**src/rtl/target_pkg.sv**
```systemverilog
// rtl/target_pkg.sv - shared widths, target record, FSM states and age helper for target_stream
//
// Purpose: definitions shared by target_stream and target_pick.
// Ports:   none (package).

package target_pkg;

    localparam int NUM_TARGETS_DEF   = 4;
    localparam int SCREEN_WIDTH_DEF  = 1280;
    localparam int SCREEN_HEIGHT_DEF = 720;

    localparam int XW    = $clog2(SCREEN_WIDTH_DEF) + 1;
    localparam int YW    = $clog2(SCREEN_HEIGHT_DEF) + 1;
    localparam int IW    = $clog2(NUM_TARGETS_DEF);
    localparam int AGE_W = 4;

    localparam logic [AGE_W-1:0] AGE_MAX = 4'd15;

    typedef struct packed {
        logic [XW-1:0]    x;
        logic [YW-1:0]    y;
        logic [YW-1:0]    d;
        logic [AGE_W-1:0] age;
    } target_t;

    typedef enum logic [1:0] {
        IDLE = 2'd0,
        SEND = 2'd1,
        DONE = 2'd2
    } state_e;

    // Saturating persistence age: a slot that vanishes restarts from zero.
    function automatic logic [AGE_W-1:0] age_next(input logic [AGE_W-1:0] age,
                                                  input logic             present);
        logic [AGE_W-1:0] res;
        if (!present) begin
            res = '0;
        end else if (age == AGE_MAX) begin
            res = AGE_MAX;
        end else begin
            res = age + 4'd1;
        end
        return res;
    endfunction

endpackage

```
**src/rtl/target_pick.sv**
```systemverilog
// rtl/target_pick.sv - lowest-set-bit priority encoder over the eligible-slot mask
//
// Purpose: selects the next slot to stream.
// Ports:
//   mask_i  in   N   eligible slots
//   idx_o   out  IW  index of the lowest set bit (0 when mask is empty)
//   any_o   out  1   at least one bit set
//   one_o   out  1   exactly one bit set

module target_pick
    import target_pkg::*;
#(
    parameter  int N      = 4,
    localparam int PICK_W = $clog2(N)
) (
    input  logic [N-1:0]      mask_i,
    output logic [PICK_W-1:0] idx_o,
    output logic              any_o,
    output logic              one_o
);

    always_comb begin
        idx_o = '0;
        // Scan downwards so the lowest set bit is the last one written.
        for (int i = N - 1; i >= 0; i--) begin
            if (mask_i[i]) begin
                idx_o = PICK_W'(i);
            end
        end
    end

    assign any_o = |mask_i;
    // Clearing the lowest set bit leaves nothing exactly when one bit was set.
    assign one_o = any_o && ((mask_i & (mask_i - N'(1))) == '0);

endmodule

```
**src/rtl/target_stream.sv**
```systemverilog
// rtl/target_stream.sv - per-frame snapshot of detector slots streamed as persistent targets
//
// Purpose: on each accepted frame_end_in, update per-slot ages, snapshot slot
// coordinates, then stream every slot that has persisted MIN_FRAMES frames,
// one beat per valid/ready handshake, followed by a frame_done_out pulse.
// Ports:
//   clk_in, rst_n_in            clock, asynchronous active-low reset
//   frame_end_in                end-of-frame pulse
//   xcount_in/ycount_in/diameter_in/valid_in   per-slot detector results
//   tgt_valid_out/tgt_ready_in  beat handshake
//   tgt_id_out, tgt_x_out, tgt_y_out, tgt_d_out, tgt_age_out, tgt_last_out  beat fields
//   frame_done_out              one-cycle pulse after each frame's stream
//   overrun_count_out           saturating count of frame ends dropped mid-stream

module target_stream
    import target_pkg::*;
#(
    parameter  int NUM_TARGETS   = 4,
    parameter  int SCREEN_WIDTH  = 1280,
    parameter  int SCREEN_HEIGHT = 720,
    parameter  int MIN_FRAMES    = 2,
    localparam int TXW           = $clog2(SCREEN_WIDTH) + 1,
    localparam int TYW           = $clog2(SCREEN_HEIGHT) + 1,
    localparam int TIW           = $clog2(NUM_TARGETS)
) (
    input  logic                             clk_in,
    input  logic                             rst_n_in,
    input  logic                             frame_end_in,
    input  logic [NUM_TARGETS-1:0][TXW-1:0]  xcount_in,
    input  logic [NUM_TARGETS-1:0][TYW-1:0]  ycount_in,
    input  logic [NUM_TARGETS-1:0][TYW-1:0]  diameter_in,
    input  logic [NUM_TARGETS-1:0]           valid_in,
    output logic                             tgt_valid_out,
    input  logic                             tgt_ready_in,
    output logic [TIW-1:0]                   tgt_id_out,
    output logic [TXW-1:0]                   tgt_x_out,
    output logic [TYW-1:0]                   tgt_y_out,
    output logic [TYW-1:0]                   tgt_d_out,
    output logic [AGE_W-1:0]                 tgt_age_out,
    output logic                             tgt_last_out,
    output logic                             frame_done_out,
    output logic [7:0]                       overrun_count_out
);

    localparam logic [AGE_W-1:0]       MIN_AGE = AGE_W'(MIN_FRAMES);
    localparam logic [NUM_TARGETS-1:0] ONE_HOT = NUM_TARGETS'(1);

    state_e                              state_q, state_d;
    logic [NUM_TARGETS-1:0][AGE_W-1:0]   age_q, age_new;
    logic [NUM_TARGETS-1:0][TXW-1:0]     x_q;
    logic [NUM_TARGETS-1:0][TYW-1:0]     y_q;
    logic [NUM_TARGETS-1:0][TYW-1:0]     d_q;
    logic [NUM_TARGETS-1:0]              elig_q, elig_d, elig_new;
    logic [7:0]                          ovr_q, ovr_d;

    logic [TIW-1:0] pick_idx;
    logic           pick_any;
    logic           pick_one;
    logic           accept;
    logic           fire;

    target_pick #(
        .N (NUM_TARGETS)
    ) u_pick (
        .mask_i (elig_q),
        .idx_o  (pick_idx),
        .any_o  (pick_any),
        .one_o  (pick_one)
    );

    // A frame end is only honoured while no stream is in flight.
    assign accept = frame_end_in && (state_q != SEND);
    assign fire   = tgt_valid_out && tgt_ready_in;

    always_comb begin
        age_new  = '0;
        elig_new = '0;
        for (int i = 0; i < NUM_TARGETS; i++) begin
            age_new[i]  = age_next(age_q[i], valid_in[i]);
            elig_new[i] = valid_in[i] && (age_new[i] >= MIN_AGE);
        end
    end

    always_comb begin
        state_d = state_q;
        elig_d  = elig_q;
        ovr_d   = ovr_q;
        case (state_q)
            IDLE, DONE: begin
                if (accept) begin
                    elig_d  = elig_new;
                    state_d = (|elig_new) ? SEND : DONE;
                end else begin
                    state_d = IDLE;
                end
            end
            SEND: begin
                if (fire) begin
                    elig_d = elig_q & ~(ONE_HOT << pick_idx);
                    if (pick_one) begin
                        state_d = DONE;
                    end
                end
                if (frame_end_in && (ovr_q != 8'hFF)) begin
                    ovr_d = ovr_q + 8'd1;
                end
            end
            default: begin
                state_d = IDLE;
            end
        endcase
    end

    always_ff @(posedge clk_in or negedge rst_n_in) begin
        if (!rst_n_in) begin
            state_q <= IDLE;
            elig_q  <= '0;
            ovr_q   <= '0;
        end else begin
            state_q <= state_d;
            elig_q  <= elig_d;
            ovr_q   <= ovr_d;
        end
    end

    // The age register doubles as the snapshot age: both change only on accept.
    always_ff @(posedge clk_in or negedge rst_n_in) begin
        if (!rst_n_in) begin
            age_q <= '0;
            x_q   <= '0;
            y_q   <= '0;
            d_q   <= '0;
        end else if (accept) begin
            age_q <= age_new;
            x_q   <= xcount_in;
            y_q   <= ycount_in;
            d_q   <= diameter_in;
        end
    end

    // Beat fields come from registers only; zeroed between beats for a quiet bus.
    assign tgt_valid_out     = (state_q == SEND) && pick_any;
    assign tgt_id_out        = tgt_valid_out ? pick_idx        : '0;
    assign tgt_x_out         = tgt_valid_out ? x_q[pick_idx]   : '0;
    assign tgt_y_out         = tgt_valid_out ? y_q[pick_idx]   : '0;
    assign tgt_d_out         = tgt_valid_out ? d_q[pick_idx]   : '0;
    assign tgt_age_out       = tgt_valid_out ? age_q[pick_idx] : '0;
    assign tgt_last_out      = tgt_valid_out && pick_one;
    assign frame_done_out    = (state_q == DONE);
    assign overrun_count_out = ovr_q;

endmodule

```
**config.mk**
```make
export PLATFORM = sky130hd
export DESIGN_NAME = target_stream
export DESIGN_NICKNAME = d
export VERILOG_FILES = /design/src/rtl/target_pkg.sv /design/src/rtl/target_pick.sv /design/src/rtl/target_stream.sv
export SDC_FILE = /design/constraint.sdc
export NUM_CORES = 1
export LEC_CHECK = 0
export CORE_ASPECT_RATIO = 1.2
export CORE_MARGIN = 3
export CORE_UTILIZATION = 50
export DETAILED_ROUTE_END_ITERATION = 10
export PLACE_DENSITY_LB_ADDON = 0.12
export SLEW_MARGIN = 20
export SYNTH_ARGS = -nofsm -noshare
export SYNTH_HDL_FRONTEND = slang
export SYNTH_SLANG_ARGS = --single-unit
```
**constraint.sdc**
```tcl
create_clock -name clk_in -period 2.55 [get_ports clk_in]
set_clock_uncertainty 0.05 [all_clocks]
set_input_delay 0.3825 -clock clk_in [delete_from_list [all_inputs] [get_ports clk_in]]
set_output_delay 0.3825 -clock clk_in [all_outputs]
set_load 0.1 [all_outputs]
```
### Yosys cells after proc, flatten, opt, wreduce, memory -nomap -nowiden

Index checks and enable logic that the tools add are counted.

* memories: 0
* logic and storage cells: 97
* register bits: 166
* bits in latches: 0
* input port bits: 144
* output and inout port bits: 51
* bits in read-only memories: 0
* memory bits (writable): 0

* divide/modulo/power cells: 0
* multiply operators: 0
* $lt $le $gt $ge: 5
* mux-type cells: 33
* equality and inequality tests: 11
* bitwise gates (word level): 3
* add/sub/neg operators: 6
* shifts and indexed selects: 1
* reduce and logical (&&, ||, !) cells: 19

Operators by type and width (number)
* 4-bit 2-to-1 mux: 12
* 11-bit binary-select mux with 2-bit select: 2
* 11-bit 2-to-1 mux: 4
* 12-bit binary-select mux with 2-bit select: 1
* 12-bit 2-to-1 mux: 2
* 2-bit 2-to-1 mux: 9
* 4-bit by 1-bit adder with 4-bit output (second input constant): 4
* 4-bit equality test (second input constant): 4
* 4-bit by 2-bit >= comparator with 1-bit output (second input constant): 4
* 1-bit logical AND: 10
* 8-bit by 1-bit adder with 8-bit output (second input constant): 1
* 4-bit AND: 2
* 4-bit binary-select mux with 2-bit select: 1
* 8-bit != test (second input constant): 1
* 4-bit case mux with 2 select lines: 1
* 4-bit OR reduction: 2
* 2-bit != test (second input constant): 3
* 4-bit zero test: 1
* 4-bit NOT: 1
* 2-bit case mux with 2 select lines: 1
* 2-bit AND reduction: 2
* 1-bit by 2-bit left shift with 4-bit output (first input constant): 1
* 4-bit by 1-bit subtractor with 4-bit output (second input constant): 1
* 2-bit by 3-bit < comparator with 1-bit output (second input constant): 1
* 7 further kinds: 7

### Longest topological paths before layout

* depth in word-level cells: 9
* mapped depth: 6
* mapped depth without buffers: 6

### Hierarchy

A second synthesis with hierarchy kept.

* cells, all modules: 854
* area, all modules: 7961.4 um^2

By module, submodules not included
* target_stream: cells an instance 843, seq. area each 4154.0 um^2, area an instance 7896.3 um^2, instances 1
* target_pick: cells an instance 11, seq. area each 0.0 um^2, area an instance 65.1 um^2, instances 1

### Worst setup path before layout

Ideal clock, no wire load.

* kind: register -> output
* start point: reg elig_q[2]
* end point: out tgt_age_out[3]
* data arrival time: 2730 ps
* buffers on the path: 1
* data required time: 2118 ps
* stages on the path, launching flop included: 7
* path slack: -612 ps
* path through: dfrtp_1 > nand2b_1 > a21oi_2 > buf_6 > mux2_2 > nand2_1 > a21oi_1

* longest elaborated chain between the ends: 6
* elaborated cells on any way between the ends: 8
* those cells by class: mux: 6; reduce/logical: 2

RTL lines
* from (decl): line target_stream.sv:53 `logic [NUM_TARGETS-1:0] elig_q, elig_d, elig_new;`
* from (signal assigned): line target_stream.sv:121 `elig_q <= elig_d;`
* 2-bit 2-to-1 mux (3 in series): line target_pick.sv:26 `if (mask_i[i]) begin`
* 4-bit binary-select mux with 2-bit select: line target_stream.sv:147 `assign tgt_age_out = tgt_valid_out ? age_q[pick_idx] : '0;`
* 4-bit 2-to-1 mux (not written as such): line target_stream.sv:147
* 4-bit 2-to-1 mux *: line target_stream.sv:147
* to (decl): line target_stream.sv:39 `output logic [AGE_W-1:0] tgt_age_out,`

Every way passes the cells marked *; elsewhere a longest branch is shown, timed or not. The select of a mux whose other input is x is not followed.

### Worst setup path after layout

* start point: reg elig_q[2]
* end point: out tgt_x_out[4]

* longest elaborated chain between the ends: 6
* elaborated cells on any way between the ends: 8
* those cells by class: mux: 6; reduce/logical: 2

RTL lines
* 2-bit 2-to-1 mux (3 in series): line target_pick.sv:26
* 12-bit binary-select mux with 2-bit select: line target_stream.sv:144 `assign tgt_x_out = tgt_valid_out ? x_q[pick_idx] : '0;`
* 12-bit 2-to-1 mux (not written as such): line target_stream.sv:144
* 12-bit 2-to-1 mux *: line target_stream.sv:144
* to (decl): line target_stream.sv:36 `output logic [TXW-1:0] tgt_x_out,`

Marked as above.

==> impl_results.md <==
- Placed Cells: 1,266
- Layout cells sized above 1: 0.205
- Sequential element share of the synthesized area: 0.528
- Minimum clock period: 2.94 ns
- Fillers: 1,055
- HP Start: d_q[42]
- Cell type with the highest aggregate area in the netlist: dfrtp_1
- Overall power: 16.6 mW
- Drt wl/cell: 17.5 um
- Internal power: 9.12 mW
- Total GRT Usage: 0.264
- Psw: 7.48 mW
- EDFF count, synth: 0
- Final Max Tran Viols: 0
- Share of the synthesized area in the top cell type: 0.528
- Status: finished, violations left
- Die X: 121 um
- Row cnt: 49
- Clk_lat worst skew: 0.42 ns
- Via count: 7,146
- Largest net degree at the start of global routing: 66
- Initial Util: 0.518
- Routed Antenna Nets: 0
- Min-delay worst type: register to register
- RSZ-0062 raised after global routing: yes
- Post-synth ARST share: 1.00
- Worst Reg-to-Reg Cells: 5
- Most frequent cells in the layout: nand2_1, dfrtp_1, clkdlybuf4s50_1
- Syn Inst Count: 893
- Ranking of synthesized cells by area: dfrtp_1, nand2_1, mux2_4
- Period utilisation layout: 1.15
- Arr. time, crit path: 2.51 ns
- Worst Setup Slack, final: -0.388 ns
- Fin nets: 1,256
- Number of remaining DRC errors: 0
- Sw Share: 0.451
- Hold depth: 2
- Worst-path clk slew: 0.06 ns
- Clock network power share: 0.141
- Ant. Diodes: 0
- Die area: 17,300 sq um
- Root buf cell: clkbuf_16
- Worst r2r src: age_q[4]
- Worst-case headroom to the max-slew limit: 0.560
- Post-Syn Area: 7870 sq um
- Global route overflow: 0
- Drt first pass iters: 6
- Synthesis-to-finish area growth: 49.9%
- Flops & latches, synth: 166
- Die height: 143 um
- CTS Buffer Depth: 2
- Io pins: 195
- Worst slack at placement: 0.00401 ns
- CTS H-Tree Depth: 4
- Drt via density: 5.40
- # clock sinks: 166
- Library cells used by synthesis: 36
- Critical path origin: elig_q[2]
- Peak supply drop: 0.000972 V
- Comb pwr share: 0.578
- Drt first-iter violations: 699
- Syn avg cell area: 8.82 sq um
- Hold Slack: 0.425 ns
- Failing checks: negative setup slack
- Worst Path Required: 2.12 ns
- Detailed Place HPWL: 15,000 um
- Seq pwr share: 0.282
- Setup TNS: -11.35 ns
- First-pass GRT wire length: 35,900 um
- Pwr/cell area: 1410 nW/um^2
- Main synth FF type: dfrtp_1
- GPL Wtd Cong: 0.855
- Cell Count, Final, Fillers Out: 1,324
- Initial antenna violation count: 0
- Max-cap viol count: 0
- Ys Warns: 0
- Startpoint class of the critical path: register
- Commonest non-fill, non-tap cell in the layout: nand2_1
- Setup violations, final: 41
- Crit-path max FO: 6
- Routed Wire Length: 23,100 um
- P_leak: 5.60 nW
- Syn_nets: 1,042
- Core area: 15,200 sq um
- Slew @ Worst Pin: 0.659 ns
- Port-buffer cells: 194
- Vias in the first global route: 7,130
- Critical path type: register to primary output
- Multi-input logic area: 3770 sq um
- Peak Freq: 340 MHz
- Register Area: 4160 sq um
- Final Hold Vio Count: 0
- Crit. End Element: primary output
- CTS tree: built
- Number of buffers created by CTS: 17
[final timing paths]
kind                                             end  slack (ns)
worst max-delay path                    tgt_x_out[4]       -0.39
worst max register to register            state_q[0]        0.66
min in group asynchronous       overrun_count_out[5]        0.49
max in group asynchronous                  elig_q[0]        1.21
worst min register to register               d_q[42]        0.43
worst min-delay path                         d_q[42]        0.43
[metrics by stage]
step,utilization,cell area (sq um)
floorplan,-,8090
global placement,0.714,10900
detailed placement,0.714,10900
CTS,0.765,11600
global route,0.776,11800
finish,0.776,11800
[power by group through the flow]
stage / Sequential (mW) / Combinational [mW] / Clock, mW
6_report: 4.67 / 9.59 / 2.34
3_5_place_dp: 4.66 / 8.79 / 0
2_1_floorplan: 4.69 / 5.82 / 0
3_3_place_gp: 4.64 / 8.64 / 0
5_1_grt: 4.81 / 10.2 / 2.48
4_1_cts: 4.65 / 9.26 / 2.38
[worst max-delay path, cell delays in order, from the launching register on]
cell and delay, ns:
dfrtp_1 0.38, nand2b_4 0.15, a21oi_4 0.22, buf_6 0.15
buf_12 0.13, mux2_4 0.30, a222oi_1 0.50, nor2_4 0.06
buf_12 0.18
[cell usage after synthesis (4+ instances only)]
| master | instances |
|---|---|
| nand2_1 | 433 |
| dfrtp_1 | 166 |
| nor2_1 | 50 |
| clkbuf_1 | 41 |
| a222oi_1 | 35 |
| mux2_4 | 35 |
| o21ai_0 | 29 |
| a21oi_1 | 12 |
| inv_1 | 7 |
| nand3_1 | 6 |
| and3_1 | 5 |
| ha_1 | 5 |
| a2bb2oi_1 | 4 |
| a31oi_1 | 4 |
| buf_1 | 4 |
| buf_2 | 4 |
| buf_6 | 4 |
| mux2_2 | 4 |
| nand4_1 | 4 |
| nor2b_1 | 4 |
| o211ai_1 | 4 |
| o41ai_1 | 4 |
| xnor2_1 | 4 |
| xor2_1 | 4 |
[flip-flops by register name (all words and copies together) (netlist names)]
register           count
state_q                2
age_q                 16
y_q                   44
elig_q                 4
d_q                   44
overrun_count_out      8
x_q                   48
[cell type report]
cell class	count	share of cell area
sequential	166	0.352
multi-input combinational	667	0.319
timing repair buffer	248	0.259
clock buffer	18	0.0364
tap	204	0.0216
clock inverter	14	0.00869
inverter	7	0.00265
[timing repair]
action / 4_1_cts / 5_1_grt
resized for setup: 8 / 25
buffers inserted: 12 / 12
pin swaps: 30 / 21
setup endpoints to repair: 41 / 41
hold endpoints to repair: 62 / 0
hold buffers: 1 / 0
gates cloned: 3 / 1
[cell families after synthesis]
| group | share of synthesized area |
|---|---|
| AND/OR/NAND/NOR | 0.251 |
| buffers and inverters | 0.0331 |
| AO/OA/AOI/OAI | 0.0987 |
| multiplexers | 0.0725 |
| flip-flops | 0.528 |
| XOR/XNOR | 0.00890 |
| adder cells (fa/ha/maj) | 0.00795 |
[metal layers]
metal | up-vias | track usage | wire, um
met5 | - | 0 | 0
met4 | 0 | 0.0931 | 557
met3 | 38 | 0.0618 | 1580
met2 | 239 | 0.463 | 12100
met1 | 3474 | 0.320 | 8870
li1 | 3395 | - | -
Power figures use the tool's default switching activity.
